### src/rtl/button_pkg.sv
// Shared types and defaults for the push-button conditioner.
package button_pkg;

    // 10 ms at 100 MHz.
    localparam int unsigned DefaultDebounceCycles = 1000000;

    typedef enum logic [1:0] {
        IDLE,
        ARM_HIGH,
        HIGH,
        ARM_LOW
    } btn_state_t;

endpackage

### src/rtl/sync_2ff.sv
// Two-flop synchroniser bringing an asynchronous input into the clk domain.
module sync_2ff #(
    parameter logic RESET_VAL = 1'b0
) (
    input  logic clk,
    input  logic rst_n,
    input  logic d_i,
    output logic q_o
);

    logic sync1_q, sync1_d;
    logic sync2_q, sync2_d;

    always_comb begin
        sync1_d = d_i;
        sync2_d = sync1_q;
    end

    always_ff @(posedge clk) begin
        if (!rst_n) begin
            sync1_q <= RESET_VAL;
            sync2_q <= RESET_VAL;
        end else begin
            sync1_q <= sync1_d;
            sync2_q <= sync2_d;
        end
    end

    assign q_o = sync2_q;

endmodule

### src/rtl/button_conditioner.sv
// Synchronises and debounces a raw button pin; emits a clean level plus
// one-cycle press and release pulses.
module button_conditioner
    import button_pkg::*;
#(
    parameter int unsigned DEBOUNCE_CYCLES = DefaultDebounceCycles,
    parameter int unsigned CNT_W = (DEBOUNCE_CYCLES > 1) ? $clog2(DEBOUNCE_CYCLES) : 1
) (
    input  logic clk,
    input  logic rst_n,
    input  logic btn_in,
    output logic btn_level,
    output logic nbtn_level,
    output logic btn_press,
    output logic btn_release
);

    localparam logic [CNT_W-1:0] CntMax = CNT_W'(DEBOUNCE_CYCLES - 1);

    logic             btn_sync;
    btn_state_t       state_q, state_d;
    logic [CNT_W-1:0] cnt_q, cnt_d;
    logic             level_q, level_d;
    logic             press_q, press_d;
    logic             release_q, release_d;

    sync_2ff #(
        .RESET_VAL(1'b0)
    ) u_sync (
        .clk  (clk),
        .rst_n(rst_n),
        .d_i  (btn_in),
        .q_o  (btn_sync)
    );

    always_comb begin
        state_d   = state_q;
        cnt_d     = cnt_q;
        level_d   = level_q;
        press_d   = 1'b0;
        release_d = 1'b0;
        unique case (state_q)
            IDLE: begin
                if (btn_sync) begin
                    state_d = ARM_HIGH;
                    cnt_d   = '0;
                end
            end
            ARM_HIGH: begin
                if (!btn_sync) begin
                    state_d = IDLE;
                    cnt_d   = '0;
                end else if (cnt_q == CntMax) begin
                    state_d = HIGH;
                    level_d = 1'b1;
                    press_d = 1'b1;
                end else begin
                    cnt_d = cnt_q + CNT_W'(1);
                end
            end
            HIGH: begin
                if (!btn_sync) begin
                    state_d = ARM_LOW;
                    cnt_d   = '0;
                end
            end
            ARM_LOW: begin
                if (btn_sync) begin
                    state_d = HIGH;
                    cnt_d   = '0;
                end else if (cnt_q == CntMax) begin
                    state_d   = IDLE;
                    level_d   = 1'b0;
                    release_d = 1'b1;
                end else begin
                    cnt_d = cnt_q + CNT_W'(1);
                end
            end
            default: begin
                state_d = IDLE;
                cnt_d   = '0;
                level_d = 1'b0;
            end
        endcase
    end

    // Reset discards any debounce progress and never emits a release pulse.
    always_ff @(posedge clk) begin
        if (!rst_n) begin
            state_q   <= IDLE;
            cnt_q     <= '0;
            level_q   <= 1'b0;
            press_q   <= 1'b0;
            release_q <= 1'b0;
        end else begin
            state_q   <= state_d;
            cnt_q     <= cnt_d;
            level_q   <= level_d;
            press_q   <= press_d;
            release_q <= release_d;
        end
    end

    assign btn_level   = level_q;
    assign nbtn_level  = ~level_q;
    assign btn_press   = press_q;
    assign btn_release = release_q;

endmodule
### config.mk
export PLATFORM = sky130hd
export DESIGN_NAME = button_conditioner
export DESIGN_NICKNAME = d
export VERILOG_FILES = /design/src/rtl/button_pkg.sv /design/src/rtl/sync_2ff.sv /design/src/rtl/button_conditioner.sv
export SDC_FILE = /design/constraint.sdc
export NUM_CORES = 1
export LEC_CHECK = 0
export CAP_MARGIN = 20
export CORE_AREA = 4 4 53 55
export DETAILED_ROUTE_END_ITERATION = 12
export DIE_AREA = 0 0 57 59
export PLACE_DENSITY = 0.84
export SKIP_CTS_REPAIR_TIMING = 1
export SYNTH_ARGS = -nofsm -noshare
export SYNTH_HDL_FRONTEND = slang
export SYNTH_SLANG_ARGS = --single-unit
### constraint.sdc
create_clock -name clk -period 2.8 [get_ports clk]
set_input_delay 0.7 -clock clk [delete_from_list [all_inputs] [get_ports clk]]
set_output_delay 0.7 -clock clk [all_outputs]
set_load 0.1 [all_outputs]
# Word level (Yosys, flattened, before mapping)

Index checks and enable logic that the tools add are counted.

Flip-flop bits (word level): 27
Latch bits: 0
Bits in writable memories: 0
ROM bits: 0
Input port bits: 3
Output and inout bits: 4
Word-level logic and storage cells: 49
Memories kept: 0

Add/sub/neg operators: 1
Multiply operators: 0
Div/mod/pow operators: 0
Order comparisons: 0
Equality and inequality tests: 12
Shifts and indexed selects: 0
Multiplexer cells: 19
Bitwise logic cells: 3
Reductions and logical operators: 7

Operators with widths:

| operator                                              | number |
|---|---|
| two-way mux 20 bit                                    | 5 |
| case mux 20 bit (4 select lines)                      | 1 |
| adder 20 x 1 -> 20 bit, second input constant         | 1 |
| equality test 20 bit, second input constant           | 1 |
| two-way mux 2 bit                                     | 6 |
| inequality test 2 bit, second input constant          | 4 |
| case mux 2 bit (4 select lines)                       | 1 |
| two-way mux 1 bit                                     | 5 |
| AND reduction 5 bit                                   | 1 |
| equality test 2 bit, second input constant            | 2 |
| inequality test 2 x 1 -> 1 bit, second input constant | 2 |
| AND reduction 4 bit                                   | 1 |
| inequality test 3 x 2 -> 1 bit, second input constant | 1 |
| inequality test 3 bit, second input constant          | 1 |
| NOT 1 bit                                             | 3 |
| AND reduction 3 bit                                   | 1 |
| OR reduction 3 bit                                    | 1 |
| equality test 2 x 1 -> 1 bit, second input constant   | 1 |
| zero test 2 bit                                       | 1 |
| case mux 1 bit (2 select lines)                       | 1 |
| AND reduction 2 bit                                   | 1 |
| nonzero test 2 bit                                    | 1 |

# Logic depth before layout (Yosys ltp)

Gate-level depths: netlist of run 1.

Depth after elaboration: 4
Gate-level depth with buffers: 6
Mapped depth without buffers: 5

# Cells and area by module

Synthesis of run 1 repeated with hierarchy kept, for this count alone.

Cell total of the unflattened synthesis: 153
Area, all modules: 1302.5 um^2

Modules (own cells, without submodules):

| module             | instances | cells an instance | area each (um^2) | seq. area each (um^2) |
|---|---|---|---|---|
| button_conditioner | 1         | 149               | 1249.9           | 500.5 |
| sync_2ff           | 1         | 4                 | 52.6             | 40.0 |

# Worst setup path before layout of run 1

Ideal clock, no wire load.

Path kind: flip-flop to output port
Start: register level_q, in the netlist btn_level
End: output port nbtn_level
Data arrival time: 1.642 ns
Setup slack: 0.458 ns
Stages on the path, launching flop included: 2
Path buffers: 0
Path through: dfxtp_1 > inv_1

Word-level cells in the longest chain between the ends: 1

RTL lines:

| what                   | line                      | source |
|---|---|---|
| from (decl)            | button_conditioner.sv:23  | `logic level_q, level_d;` |
| from (signal assigned) | button_conditioner.sv:98  | `level_q <= level_d;` |
| NOT 1 bit              | button_conditioner.sv:105 | `assign nbtn_level = ~level_q;` |
| to (decl)              | button_conditioner.sv:13  | `output logic nbtn_level,` |

No other way between the ends.

==> summary.txt, run 1 <==
Run status
  • Outcome: completed

Critical path
  • Kind of critical path: primary input to register
  • Critical path buffers and inverters: 2
  • CP Launch Point: rst_n
  • Arr. time, crit path: 2.27 ns
  • Critical Path Stages: 5
  • CP peak stage delay: 0.56 ns
  • Worst Path Required: 3.06 ns
  • Crit start category: primary input
  • Critical Path, Cell by Cell: clkdlybuf4s50_1 -> inv_1 -> nor3_1 -> nor2_1 -> a211oi_2
  • Worst setup EP type: register
  • R2R cell count: 4
  • CP max FO: 6
  • Worst reg2reg startpoint: cnt_q[10]$_SDFFE_PN0P_
  • Max stage delay cell, worst path: clkdlybuf4s50_1
  • CP top delay family: simple AND/OR/NAND/NOR gates

Synthesis
  • Ys async rst share: 0%
  • Net count after synthesis: 166
  • Synth Cell Area: 1430 um^2
  • Seq/Total Area, Yosys: 37.7%
  • Mean Syn Cell Area: 8.85 um^2
  • FF+latch count, synth: 27
  • Syn. warnings: 0
  • Syn Inst Count: 162
  • Synth Flop Type: dfxtp_1
  • Distinct cells, synth: 42
  • Synth area leaders: dfxtp_1 38%, nand3_1 4.9%, nand4_1 4.4%
  • Yosys top cell area share: 37.7%
  • Largest area contributor in the netlist: dfxtp_1
  • Post-synth EDFFs: 0

Placed design
  • Place WS: 0.442 ns
  • RD Place Congestion: 0.849
  • IO Port Bufs: 6
  • DP HPWL: 2.07 mm

Routing
  • DR vias: 1244
  • Routed len/inst: 15.0 um
  • Drc violations: 0
  • Vias per cell: 6.35
  • Initial DRT Pass Iterations: 4
  • Post-DRT Antenna Nets: 0
  • Drt total wl: 2.94 mm
  • Drt first-iter violations: 55

Timing
  • Worst slew pin tran: 0.652 ns
  • Final setup margin: 0.792 ns
  • Worst Skew: 0.00403 ns
  • Setup violators final: 0
  • Slew Viols, Final: 0
  • Setup TNS: 0 ns
  • Max Fclk: 498 MHz
  • Fin Hold WS: 0.457 ns
  • Final min period: 2.01 ns
  • Slew margin rel.: 56.2%
  • Final Cycle Share: 71.7%
  • RSZ-0062 raised after global routing: no
  • Hold Fails Final Rpt: 0

Layout
  • Share of layout cells above drive strength 1: 13.3%
  • Most frequent cells in the layout: 27 x dfxtp_1, 14 x nand3_1, 11 x nor2_1
  • # diodes: 0
  • Nets: 171
  • Commonest non-fill, non-tap cell in the layout: dfxtp_1
  • FILL cells: 220
  • Area growth from synthesis to layout: 6.11%

GRT
  • Global route overflow: 0
  • Initial antenna violation count: 0
  • First-pass GRT wire length: 5.02 mm
  • Pin count of the biggest net entering global routing: 17
  • GRT Overall Usage: 18.7%
  • Vias in the first global route: 1142

Floorplanning
  • Core Box Area: 2390 um^2
  • Die Area: 3360 um^2
  • Initial Utilization: 60.1%
  • Cell Rows: 18
  • IO Count: 7
  • Die X: 57 um
  • Die height: 59 um

Min path
  • Hold Startpoint: u_sync.sync1_q$_SDFF_PN0_
  • HP Class: register to register
  • Hold path depth: 1

Clock network
  • H-tree depth: 1
  • Clk sinks: 27
  • Clock network latency to the later pin of the worst-skew pair: 0.33 ns
  • CTS root buf: clkbuf_4
  • Clk slew on worst S/H paths: 0.15 ns
  • Total CTS buffers: 3
  • Buffer depth of the longest clock path: 2
  • TritonCTS clock tree: built

Job
  • MaxCap Viol Count: 0

Power and ir drop
  • Pwr/cell area: 406 nW/um^2
  • P_leak: 0.517 nW
  • Worst vdd ir: 436 uV
==> stage by stage <==
step / power [mW] / cell area, um^2 / instances / utilization, %
after global placement: 0.451 / 1490 / 192 / 62.5
after floorplan: 0.443 / 1430 / 162 / -
after detailed placement: 0.453 / 1490 / 192 / 62.5
after CTS: 0.621 / 1520 / 196 / 63.7
after global routing: 0.638 / 1520 / 196 / 63.7
final: 0.617 / 1520 / 196 / 63.7
==> worst paths after layout <==
kind | end | slack, ns
setup / recovery | cnt_q[2]$_SDFFE_PN0P_ | 0.79
hold / removal | u_sync.q_o$_SDFF_PN0_ | 0.46
setup reg to reg | cnt_q[1]$_SDFFE_PN0P_ | 0.88
hold reg to reg | u_sync.q_o$_SDFF_PN0_ | 0.46
==> report_power, final <==
| part | leakage, nW | internal [mW] | total [mW] | switching, mW |
|---|---|---|---|---|
| sequential | 0.218 | 0.388 | 0.391 | 0.00358 |
| clock | 0.0139 | 0.0547 | 0.173 | 0.118 |
| combinational | 0.285 | 0.0160 | 0.0536 | 0.0376 |
==> cells in the mapped netlist (2+ instances only) <==
master and n:
and4_1 5, and2_1 3, nand2_1 9, or2_2 4, xor2_1 6, nor2_1 11, nand3_1 14, nand4_1 10
xnor2_1 3, buf_2 5, buf_4 2, or4_1 5, dfxtp_1 27, nor3_1 2, inv_1 4, mux2i_1 4
o21ai_0 3, a31oi_1 2, nor4_1 5, o211ai_1 4, and3_1 4, a32oi_1 4, a21oi_1 7
==> sequential cells by signal, summed over array words and instances (netlist names), named ones only <==
signal	flops
cnt_q	20
btn_press	1
u_sync.q_o	1
state_q	1
btn_release	1
btn_level	1
u_sync.sync1_q	1
==> area by class of cell <==
type	instances	area [um^2]	share of cell area, %
clock buffer	3	22.5	1.48
clock inverter	1	7.51	0.493
inverter	4	15.0	0.987
multi-input combinational	121	818	53.8
sequential	27	541	35.5
tap	30	37.5	2.47
timing repair buffer	10	80.1	5.26
==> worst register-to-register path: stages, from the launching register on <==
cell and delay [ns]:
dfxtp_1 0.39, nor4_2 0.35, and4_1 0.54, nand2_1 0.24, a32o_1 0.31
==> cell families after synthesis <==
kind of cell | after synthesis | share of synthesized area [%]
flops | 27 | 37.7
fa+ha+maj | 1 | 0.872
simple gates | 79 | 33.1
compound gates | 27 | 13.3
buf+inv | 14 | 5.23
xor+xnor | 10 | 7.07
mux | 4 | 2.79
==> metal layers <==
layer / up-vias / global-route usage (%) / wire length (um)
met4: 0 / 5.63 / 35
met1: 596 / 24.7 / 1400
met2: 26 / 30.5 / 1410
met3: 4 / 4.36 / 99
met5: - / 0 / 0
li1: 618 / - / -
(Power assumes the default switching activity.)
==> run 2: changes to the inputs <==
Settings changed: CORE_AREA 4 4 53 55 to 4 4 55 57, DIE_AREA 0 0 57 59 to 0 0 59 61, PLACE_DENSITY 0.84 to 0.78.
Clock period 2.8 ns to 1.95 ns, I/O delays scaled along.
==> run 2 against run 1 <==
Effect of this change: register-to-register slack lost 0.70 ns; cell count increased by 3.1%; setup slack got worse by 0.61 ns; critical path depth down 1; global-route usage up 2.1 points; die area increased by 7.0%; combinational power grew 83%; clock-buffer cell count is 1 higher.
==> summary.txt, run 2 (same netlist as run 1, synthesis figures left out) <==
Run status
  • Outcome: completed

Routing
  • DR vias: 1264
  • Drt first-iter violations: 42
  • Drt total wl: 3.19 mm
  • Initial DRT Pass Iterations: 4
  • Vias per cell: 6.26
  • WL met2: 1.58 mm
  • Drc violations: 0
  • Routed len/inst: 15.8 um
  • Wl on met1: 1.45 mm
  • Met3 WL: 67 um
  • Post-DRT Antenna Nets: 0
  • Top sig layer: met4

Clock network
  • TritonCTS clock tree: built
  • Total CTS buffers: 3
  • Buffer depth of the longest clock path: 2
  • Clk slew on worst S/H paths: 0.14 ns
  • Clock network latency to the later pin of the worst-skew pair: 0.34 ns
  • H-tree depth: 1
  • Clk sinks: 27
  • CTS root buf: clkbuf_4

Timing
  • Setup TNS: 0 ns
  • Worst slew pin tran: 0.454 ns
  • Slew margin rel.: 69.6%
  • Max Fclk: 566 MHz
  • Slew Viols, Final: 0
  • Worst Skew: 0.00967 ns
  • Final Cycle Share: 90.6%
  • Setup violators final: 0
  • Final min period: 1.77 ns
  • Fin Hold WS: 0.454 ns
  • Hold Fails Final Rpt: 0
  • RSZ-0062 raised after global routing: no

Critical path
  • Crit start category: register
  • Critical Path, Cell by Cell: nor4_2 -> and4_1 -> nand2_1 -> a32o_1
  • Worst Path Required: 2.20 ns
  • Worst setup EP type: register
  • CP peak stage delay: 0.42 ns
  • Max stage delay cell, worst path: and4_1
  • Arr. time, crit path: 2.02 ns
  • CP top delay family: simple AND/OR/NAND/NOR gates
  • Kind of critical path: register to register
  • CP max FO: 8
  • Critical path buffers and inverters: 0

Power and ir drop
  • Cell Int Power: 677 uW
  • Comb power frac: 10.8%
  • Sw Share: 25.6%
  • P_leak: 0.559 nW
  • Clock share of power: 27.2%
  • Worst vdd ir: 487 uV
  • P_sw: 233 uW
  • Sequential power share: 62.0%
  • Pwr/cell area: 567 nW/um^2

GRT
  • Global route overflow: 0
  • Pin count of the biggest net entering global routing: 15
  • GRT Overall Usage: 20.8%
  • Vias in the first global route: 1256
  • First-pass GRT wire length: 5.64 mm
  • Initial antenna violation count: 0

Layout
  • Area growth from synthesis to layout: 12.0%
  • Reg with most FFs: cnt_q
  • Final core utilization: 64.8%
  • FILL cells: 220
  • Final Cell Area: 1610 um^2
  • Nets: 177
  • Commonest non-fill, non-tap cell in the layout: dfxtp_1
  • # diodes: 0
  • Share of layout cells above drive strength 1: 16.9%
  • Max reg flops: 20
  • Most frequent cells in the layout: 26 x dfxtp_1, 14 x nand3_1, 11 x nor2_1, 11 x buf_4, 10 x nand4_1

Floorplanning
  • Cell Rows: 18
  • Core Box Area: 2480 um^2
  • Die Area: 3600 um^2
  • IO Count: 7
  • Initial Utilization: 57.9%
  • Die height: 61 um
  • Die X: 59 um

Placed design
  • IO Port Bufs: 6
  • Placed Area: 1580 um^2
  • DP HPWL: 2.38 mm
  • RD Place Congestion: 0.816

Job
  • MaxCap Viol Count: 0

Min path
  • HP Class: register to register
## run 2: changes by cell type in the layout (fill, tap and decap cells not counted), sizes merged
cell and delta:
clkbuf +1, inv -1, buf +6
## run 2: cell type report
| cell class | instances | area, um^2 | share of cell area (%) |
|---|---|---|---|
| sequential | 27 | 542 | 33.7 |
| multi-input combinational | 121 | 818 | 51.0 |
| tap | 30 | 37.5 | 2.34 |
| clock buffer | 4 | 26.3 | 1.64 |
| inverter | 4 | 18.8 | 1.17 |
| timing repair buffer | 16 | 163 | 10.1 |
## run 2: metrics by stage
step,power (mW),setup WS [ns],std cells
after global placement,0.671,0.0649,198
after detailed placement,0.674,0.0253,198
after floorplan,0.637,0.181,162
after CTS,0.919,0.201,202
final,0.910,0.184,202
after global routing,0.950,0.0682,202
## run 2: worst reg2reg max path, delay by kind of cell, from the launching register on
| kind | cells | cell delay [ns] |
|---|---|---|
| AOI/OAI and AO/OA | 1 | 0.30 |
| and+or+nand+nor | 3 | 0.99 |
| DFF | 1 | 0.40 |
## run 2: metal layers
layer  GRT usage (%)  vias to the layer above
li1                -                      631
met1            24.5                      602
met2            34.7                       22
met3            2.98                        9
met4            14.6                        0
met5               0                        -
## run 2: path summary, 6_finish.rpt
| kind | slack [ns] | depth (start not counted) | start | to |
|---|---|---|---|---|
| worst max register to register | 0.18 | 4 | cnt_q[10]$_SDFFE_PN0P_ | cnt_q[1]$_SDFFE_PN0P_ |
| worst min register to register | 0.45 | 1 | u_sync.sync1_q$_SDFF_PN0_ | u_sync.q_o$_SDFF_PN0_ |
| worst max-delay path | 0.18 | 4 | cnt_q[10]$_SDFFE_PN0P_ | cnt_q[1]$_SDFFE_PN0P_ |
| worst min-delay path | 0.45 | 1 | u_sync.sync1_q$_SDFF_PN0_ | u_sync.q_o$_SDFF_PN0_ |
## run 2: power groups by stage
stage          clock (mW)  sequential (mW)  combinational [mW]
6_report            0.248            0.564              0.0979
5_1_grt             0.281            0.565               0.103
4_1_cts             0.256            0.564              0.0982
3_5_place_dp            0            0.576              0.0976
3_3_place_gp            0            0.576              0.0955
2_1_floorplan           0            0.586              0.0515
